<file path="src/rtl/usb_rx_decoder.sv">
// USB receive decoder: NRZI decode, SYNC detection, bit unstuffing, byte assembly and EOP/error detection.
// All outputs are registered; pulses appear one cycle after the causing line_valid strobe; no backpressure.
module usb_rx_decoder #(
  parameter bit LOW_SPEED = 1'b0
) (
  input  logic       hi_clock,
  input  logic       reset,
  input  logic       line_valid,
  input  logic       dp,
  input  logic       dm,
  output logic [7:0] rx_data,
  output logic       rx_valid,
  output logic       rx_sop,
  output logic       rx_eop,
  output logic       rx_active,
  output logic       rx_err_stuff,
  output logic       rx_err_align
);

  typedef enum logic [2:0] {ST_IDLE, ST_SYNC, ST_DATA, ST_EOP, ST_ERR} state_t;
  typedef enum logic [1:0] {LS_SE0, LS_J, LS_K, LS_SE1} line_t;

  state_t     state_q, state_d;
  line_t      line_st;
  logic       prev_k_q, prev_k_d;
  logic [2:0] zcnt_q, zcnt_d;
  logic [2:0] ones_q, ones_d;
  logic [2:0] bcnt_q, bcnt_d;
  logic [6:0] sr_q, sr_d;
  logic [2:0] jcnt_q, jcnt_d;
  logic       se0_seen_q, se0_seen_d;
  logic [7:0] data_q, data_d;
  logic       valid_q, valid_d;
  logic       sop_q, sop_d;
  logic       eop_q, eop_d;
  logic       active_q, active_d;
  logic       err_stuff_q, err_stuff_d;
  logic       err_align_q, err_align_d;
  logic       cur_k, bit_in, go_idle, go_err;

  // Low-speed swaps which differential polarity is J; single-ended states are unaffected.
  always_comb begin
    if (dp == dm) begin
      line_st = dp ? LS_SE1 : LS_SE0;
    end else if (dp ^ LOW_SPEED) begin
      line_st = LS_J;
    end else begin
      line_st = LS_K;
    end
  end

  assign cur_k  = (line_st == LS_K);
  assign bit_in = (cur_k == prev_k_q);

  always_comb begin
    state_d     = state_q;
    prev_k_d    = prev_k_q;
    zcnt_d      = zcnt_q;
    ones_d      = ones_q;
    bcnt_d      = bcnt_q;
    sr_d        = sr_q;
    jcnt_d      = jcnt_q;
    se0_seen_d  = se0_seen_q;
    data_d      = data_q;
    active_d    = active_q;
    valid_d     = 1'b0;
    sop_d       = 1'b0;
    eop_d       = 1'b0;
    err_stuff_d = 1'b0;
    err_align_d = 1'b0;
    go_idle     = 1'b0;
    go_err      = 1'b0;

    if (line_valid) begin
      case (state_q)
        ST_IDLE: begin
          if (line_st == LS_K) begin
            state_d  = ST_SYNC;
            prev_k_d = 1'b1;
            zcnt_d   = 3'd1;
          end
        end
        ST_SYNC: begin
          if (line_st == LS_J || line_st == LS_K) begin
            prev_k_d = cur_k;
            if (!bit_in) begin
              zcnt_d = (zcnt_q == 3'd7) ? 3'd7 : zcnt_q + 3'd1;
            end else if (zcnt_q >= 3'd5) begin
              state_d  = ST_DATA;
              sop_d    = 1'b1;
              active_d = 1'b1;
              ones_d   = 3'd0;
              bcnt_d   = 3'd0;
            end else begin
              go_idle = 1'b1;
            end
          end else if (line_st == LS_SE0) begin
            go_idle = 1'b1;
          end else begin
            go_err = 1'b1;
          end
        end
        ST_DATA: begin
          if (line_st == LS_J || line_st == LS_K) begin
            prev_k_d = cur_k;
            // After six ones the next bit is a stuff bit: a 0 is dropped, a 1 is a violation.
            if (ones_q == 3'd6) begin
              if (bit_in) begin
                err_stuff_d = 1'b1;
                go_err      = 1'b1;
              end else begin
                ones_d = 3'd0;
              end
            end else begin
              ones_d = bit_in ? ones_q + 3'd1 : 3'd0;
              sr_d   = {bit_in, sr_q[6:1]};
              bcnt_d = bcnt_q + 3'd1;
              if (bcnt_q == 3'd7) begin
                data_d  = {bit_in, sr_q};
                valid_d = 1'b1;
              end
            end
          end else if (line_st == LS_SE0) begin
            state_d = ST_EOP;
            ones_d  = 3'd0;
          end else begin
            go_err = 1'b1;
          end
        end
        ST_EOP: begin
          if (line_st == LS_J) begin
            eop_d       = 1'b1;
            err_align_d = (bcnt_q != 3'd0);
            active_d    = 1'b0;
            go_idle     = 1'b1;
          end else if (line_st != LS_SE0) begin
            go_err = 1'b1;
          end
        end
        ST_ERR: begin
          if (line_st == LS_SE0) begin
            se0_seen_d = 1'b1;
            jcnt_d     = 3'd0;
          end else if (line_st == LS_J) begin
            if (se0_seen_q || jcnt_q == 3'd7) begin
              go_idle = 1'b1;
            end else begin
              jcnt_d     = jcnt_q + 3'd1;
              se0_seen_d = 1'b0;
            end
          end else begin
            se0_seen_d = 1'b0;
            jcnt_d     = 3'd0;
          end
        end
        default: go_idle = 1'b1;
      endcase
    end

    if (go_idle) begin
      state_d    = ST_IDLE;
      prev_k_d   = 1'b0;
      zcnt_d     = 3'd0;
      ones_d     = 3'd0;
      bcnt_d     = 3'd0;
      jcnt_d     = 3'd0;
      se0_seen_d = 1'b0;
    end
    if (go_err) begin
      state_d    = ST_ERR;
      active_d   = 1'b0;
      jcnt_d     = 3'd0;
      se0_seen_d = 1'b0;
    end
  end

  always_ff @(posedge hi_clock or posedge reset) begin
    if (reset) begin
      state_q     <= ST_IDLE;
      prev_k_q    <= 1'b0;
      zcnt_q      <= 3'd0;
      ones_q      <= 3'd0;
      bcnt_q      <= 3'd0;
      sr_q        <= 7'd0;
      jcnt_q      <= 3'd0;
      se0_seen_q  <= 1'b0;
      data_q      <= 8'h00;
      valid_q     <= 1'b0;
      sop_q       <= 1'b0;
      eop_q       <= 1'b0;
      active_q    <= 1'b0;
      err_stuff_q <= 1'b0;
      err_align_q <= 1'b0;
    end else begin
      state_q     <= state_d;
      prev_k_q    <= prev_k_d;
      zcnt_q      <= zcnt_d;
      ones_q      <= ones_d;
      bcnt_q      <= bcnt_d;
      sr_q        <= sr_d;
      jcnt_q      <= jcnt_d;
      se0_seen_q  <= se0_seen_d;
      data_q      <= data_d;
      valid_q     <= valid_d;
      sop_q       <= sop_d;
      eop_q       <= eop_d;
      active_q    <= active_d;
      err_stuff_q <= err_stuff_d;
      err_align_q <= err_align_d;
    end
  end

  assign rx_data      = data_q;
  assign rx_valid     = valid_q;
  assign rx_sop       = sop_q;
  assign rx_eop       = eop_q;
  assign rx_active    = active_q;
  assign rx_err_stuff = err_stuff_q;
  assign rx_err_align = err_align_q;

endmodule

</file>
<file path="config.mk">
export PLATFORM = sky130hd
export DESIGN_NAME = usb_rx_decoder
export DESIGN_NICKNAME = d
export VERILOG_FILES = /design/src/rtl/usb_rx_decoder.sv
export SDC_FILE = /design/constraint.sdc
export NUM_CORES = 1
export LEC_CHECK = 0
export CAP_MARGIN = 20
export CORE_ASPECT_RATIO = 0.8
export CORE_MARGIN = 2
export CORE_UTILIZATION = 33
export CTS_CLUSTER_SIZE = 30
export DETAILED_ROUTE_END_ITERATION = 7
export PLACE_DENSITY = 0.6
export SYNTH_ARGS = -nofsm -noshare
export SYNTH_HDL_FRONTEND = slang
export SYNTH_SLANG_ARGS = --single-unit
</file>
<file path="constraint.sdc">
create_clock -name hi_clock -period 2.5 [get_ports hi_clock]
set_input_delay 0.5 -clock hi_clock [delete_from_list [all_inputs] [get_ports hi_clock]]
set_output_delay 0.5 -clock hi_clock [all_outputs]
set_load 0.01 [all_outputs]
</file>
==> results of run 1 <==
registers in the layout, summed over array words and instances (netlist names), 3 cells and up:
register  flops
rx_data       8
sr_q          7
bcnt_q        3
jcnt_q        3
ones_q        3
state_q       3
zcnt_q        3
logic make-up (layout without fill, tap and decap cells):
kind of cell | Yosys count | after routing
AND/OR/NAND/NOR | 82 | 82
AO/OA/AOI/OAI | 44 | 44
flip-flops | 38 | 38
buffers and inverters | 19 | 70
adder cells (fa/ha/maj) | 13 | 13
multiplexers | 13 | 13
XOR/XNOR | 1 | 1
worst reg2reg max path: stages, from the launching register on:
cell	delay (ns)
dfrtp_1	0.43
ha_1	0.21
o31a_1	0.32
nand4b_1	0.26
o211a_2	0.19
a211oi_2	0.28
mux2_1	0.34
cell usage in the layout, fill, tap and decap left out, types with 6 or more instances in the layout:
| cell type | instances |
|---|---|
| buf_4 | 31 |
| clkbuf_8 | 6 |
| clkdlybuf4s50_1 | 18 |
| dfrtp_1 | 38 |
| ha_1 | 12 |
| inv_1 | 13 |
| mux2_1 | 9 |
| nand2_1 | 35 |
| nor2_1 | 12 |
| o21ai_0 | 6 |
where the power goes:
| part | internal [mW] | switching, mW |
|---|---|---|
| registers | 0.718 | 0.138 |
| clock network | 0.319 | 0.205 |
| logic | 0.549 | 0.562 |
synthesized netlist by cell type (all sizes together), types with 2 or more instances:
cell	number	area share [%]
o31a	2	0.83
buf	2	0.47
o31ai	2	0.71
ha	13	7.7
nand4	3	1.9
a221o	2	0.94
nand2	36	6.5
dfrtp	38	45
nor2b	5	1.5
and2	3	0.88
o21ai	11	2.6
o21a	2	0.71
nor2	12	2.1
nand3	2	0.47
a31oi	5	2.2
o211a	2	0.94
a32o	2	0.94
nand2b	5	1.5
nor3b	6	2.9
mux2i	4	1.9
nor3	5	1.4
a21o	2	0.71
inv	14	2.5
mux2	9	4.8
a21oi	5	1.2
clkbuf	3	0.53
how the worst max path moves through the flow:
stage               from                    end  slack [ns]
finish                dp  ones_q[1]$_DFFE_PP0P_        0.13
global route          dm  ones_q[1]$_DFFE_PP0P_        0.03
CTS                   dp  ones_q[1]$_DFFE_PP0P_        0.08
detailed placement    dp  jcnt_q[1]$_DFFE_PP0P_       -0.21
global placement      dp  jcnt_q[2]$_DFFE_PP0P_       -0.16
floorplan             dp  ones_q[1]$_DFFE_PP0P_        0.27
area by class of cell:
type / count / area (um^2) / share of cell area [%]
clock buffers: 6 / 82.58 / 2.996
multi-input cells: 153 / 1122 / 40.72
inverters: 14 / 52.55 / 1.906
repair buffers: 49 / 412.9 / 14.98
clock inverters: 1 / 30.03 / 1.089
flip-flops and latches: 38 / 950.9 / 34.50
well taps: 84 / 105.1 / 3.813
layer usage:
layer	up-vias	GRT usage [%]	part of all wire [%]
li1	837	-	-
met1	771	20.50	51
met2	39	21.98	43
met3	5	3.858	5.3
met4	0	3.865	0.78
met5	-	0	0
repair_timing:
item,4_1_cts,5_1_grt
hold endpoints to repair,0,0
gates resized for setup,0,4
endpoints found under the setup margin,0,5
metrics by stage:
step	util, %	TNS [ns]	instance area (um^2)
after global routing	43.68	0	2756
after detailed placement	41.49	-1.616	2619
final	43.68	0	2756
after floorplan	-	0	2122
after CTS	43.28	0	2731
after global placement	41.49	-1.012	2619
==> results.cfg, run 1 <==
[cts]
clock-sinks = 38
cts_max_level = 2
clkSlewWorstSetupHoldPaths_ns = 0.07
clock_latency_ns = 0.29
ctsHoldBuffers = 0
cts_buffers = 5
post-cts-setup-buffers = 0
cts_tree = yes
cts_root_buf = clkbuf_8
cts_max_path_buffers = 2

[sta]
finalClockSkew_ns = 0.007228
fin_ws_ns = 0.1265
final-setup-viol-count = 0
drv_slew = 0
period_share_pct = 94.94
hold_viol = 0
slew_headroom_pct = 66.99
fmax_ghz = 0.4213
min_period_ns = 2.373
whs_ns = 0.4844
worstMarginPinSlew_ns = 0.4952
rsz0062_at_grt = false

[power]
p_per_area_nw_per_um2 = 903.6
totalPowerFinal_mw = 2.491
peakVddDrop_mv = 0.3266
power.leakage_nw = 1.339

[floorplan]
die_x_um = 93.66
ios = 19
die_y_um = 75.73
start_util_pct = 33.62
die_area_um2 = 7092
coreArea_um2 = 6311
num_rows = 26

[global_routing]
grt_pass1_vias = 1598
grt_max_degree = 39
grt_overflow = 0
antenna_found_initial = 0
grtUsageTotal_pct = 14.43
grt_first_pass_wirelength_um = 7817

[yosys]
synth_fa_ha_area_share_pct = 7.665
synth_mux_area_share_pct = 6.663
yosysUniqueCellTypes = 51
synthSimpleGateAreaFrac_pct = 20.93
syn_area_um2 = 2122
synth-edff-count = 0
synth-compound-area-share_pct = 16.04
synth_top_family_by_area = simple AND/OR/NAND/NOR gates
synth_nets = 228
synth_cells = 210
async_flop_share_pct = 100.0
avgSynthCellArea_um2 = 10.10
ys.flop_type = dfrtp_1
ys_ff_latch = 38
yosys.area_share.xor_xnor_pct = 0.4127
ys_warn_count = 0
synth_seq_area_share_pct = 44.81

[placement]
placement.io_buffers = 18
place_inst = 338
dp_hpwl_um = 3426
dp_slack_ns = -0.2086
place_congestion = 0.8874

[routing]
antenna_left = 0
drt_wl_total_um = 4615
drc = 0
vias_per_cell = 4.788
vias = 1652
first_iter_violations = 118
drt_pass1_iterations = 4
wl_per_cell_um = 13.38

[setup_path]
r2r_end = ones_q[1]$_DFFE_PP0P_
path_delay_family = buffers and inverters
ff2ff_setup_slack_ns = 0.35
critPathSlowestCell = clkdlybuf4s50_1
worst-path-stages = 8
arrival_ns = 2.54
critPathMaxStageDelay_ns = 0.48
crit_path_end_kind = flip-flop
start_kind = primary input
required_ns = 2.67
path_class = primary input to flip-flop
path_cells = clkdlybuf4s50_1 > inv_1 > ha_1 > xnor2_2 > and2_1 > o31ai_1 > a211oi_2 > mux2_1
rr_startpoint = zcnt_q[0]$_DFFE_PP0P_
crit_buf_inv = 2
crit_path_max_fanout = 4
worst_r2r_path_depth = 6

[finish]
syn_to_final_growth_pct = 29.89
fill_cells = 625
diodes = 0
final_nets = 279
drive_gt1_share_pct = 20.31
fin_cells = 345

[outcome]
status = completed

[min_path]
hold_class = flip-flop to flip-flop
min_to = sr_q[0]$_DFFE_PP0P_
holdPathStages = 2
min_from = sr_q[0]$_DFFE_PP0P_

[run]
cap_violations = 0
(Power assumes the default switching activity.)
==> inputs of run 2 (changes only) <==
- ABC_CLOCK_PERIOD_IN_PS: not set -> 2650
- clock period: 2.5 -> 2.65 ns (I/O delays scaled with it)
==> results.cfg, run 2 (synthesis results as in run 1) <==
[finish]
largest_reg_flops = 8
fin_util_pct = 42.27
final_cell_mix = dfrtp_1, nand2_1, buf_4, clkdlybuf4s50_1
diodes = 0
stdcell_area_um2 = 2668
drive_gt1_share_pct = 17.90
fin_cells = 341
layout_commonest_cell = dfrtp_1
syn_to_final_growth_pct = 25.71
final_nets = 275

[sta]
finalClockSkew_ns = 0.004842
final-setup-viol-count = 0
hold_viol = 0
min_period_ns = 2.457
drv_slew = 0
whs_ns = 0.4690
rsz0062_at_grt = false
slew_headroom_pct = 67.36
period_share_pct = 92.71
worstMarginPinSlew_ns = 0.4854
fmax_ghz = 0.4070
fin_ws_ns = 0.1931

[placement]
place_inst = 334
placement.io_buffers = 18
dp_hpwl_um = 3465
dp_slack_ns = -0.1051
place_congestion = 0.8720
placed_cell_area_um2 = 2589

[setup_path]
crit_buf_inv = 3
crit_path_end_kind = flip-flop
path_delay_family = buffers and inverters
required_ns = 2.83
critPathMaxStageDelay_ns = 0.48
arrival_ns = 2.63
worst-path-stages = 9
path_class = primary input to flip-flop
ff2ff_setup_slack_ns = 0.54
critPathSlowestCell = clkdlybuf4s50_1
crit_path_max_fanout = 4
path_cells = clkdlybuf4s50_1 > inv_1 > ha_1 > xnor2_1 > buf_4 > nand4_2 > a31oi_4 > nor3_2 > a221o_1
start_kind = primary input
worst_r2r_path_depth = 5

[run]
cap_violations = 0

[routing]
vias = 1676
drt_pass1_iterations = 4
antenna_left = 0
first_iter_violations = 92
drt_wl_total_um = 4601
drc = 0
wl_per_cell_um = 13.49
vias_per_cell = 4.915

[cts]
clock-sinks = 38
clock_latency_ns = 0.30
cts_max_path_buffers = 2
cts_tree = yes
cts_max_level = 2
cts_root_buf = clkbuf_8
cts_buffers = 5
cts_resized = 0
clkSlewWorstSetupHoldPaths_ns = 0.07
ctsHoldBuffers = 0
post-cts-setup-buffers = 0

[floorplan]
die_y_um = 75.73
die_area_um2 = 7092
die_x_um = 93.66
num_rows = 26
start_util_pct = 33.62
coreArea_um2 = 6311
ios = 19

[power]
power.leakage_nw = 1.299
p_per_area_nw_per_um2 = 820.7
peakVddDrop_mv = 0.3417

[global_routing]
antenna_found_initial = 0
grt_max_degree = 39
grt_first_pass_wirelength_um = 7769
grt_overflow = 0
grtUsageTotal_pct = 14.43
grt_pass1_vias = 1586

[min_path]
holdPathStages = 2
hold_class = flip-flop to flip-flop

[outcome]
status = completed
==> run 2: report_power, final <==
part / total [mW] / leakage [nW] / switching [mW] / internal (mW)
logic: 1.01 / 0.741 / 0.521 / 0.491
registers: 0.799 / 0.515 / 0.122 / 0.677
clock network: 0.379 / 0.0438 / 0.202 / 0.176
total: 2.19 / 1.30 / 0.845 / 1.34
==> run 2: worst min-delay path, stage by stage (launching register included) <==
cell and delay (ns):
dfrtp_1 0.34, nand2_1 0.05, nand2_1 0.05
==> run 2: worst paths after layout <==
path,start,endpoint
setup reg to reg,state_q[0]$_DFFE_PP0P_,jcnt_q[1]$_DFFE_PP0P_
setup / recovery,dp,jcnt_q[1]$_DFFE_PP0P_
hold / removal,sr_q[0]$_DFFE_PP0P_,sr_q[0]$_DFFE_PP0P_
hold reg to reg,sr_q[0]$_DFFE_PP0P_,sr_q[0]$_DFFE_PP0P_
max in group asynchronous,reset,prev_k_q$_DFFE_PP0P_
min in group asynchronous,reset,sr_q[0]$_DFFE_PP0P_
==> run 2: metal layers <==
layer	part of all wire (%)	vias up	GRT usage, %
met5	0	-	0
met4	1.3	0	4.831
met3	4.5	7	4.550
met2	42	30	20.22
met1	52	806	21.07
li1	-	833	-
==> run 2: through the flow <==
| step | power (mW) | setup TNS, ns |
|---|---|---|
| final | 2.189 | 0 |
| after global routing | 2.347 | 0 |
| after CTS | 2.195 | 0 |
| after detailed placement | 1.810 | -0.4441 |
| after global placement | 1.799 | -0.2357 |
| after floorplan | 1.432 | 0 |
==> run 2: final cells by class <==
type / instances / area (um^2)
tap: 84 / 105.1
inverter: 14 / 52.55
sequential: 38 / 950.9
fill: 608 / 3643
clock inverter: 2 / 10.01
timing repair buffer: 45 / 382.9
clock buffer: 5 / 68.82
multi-input combinational: 153 / 1097
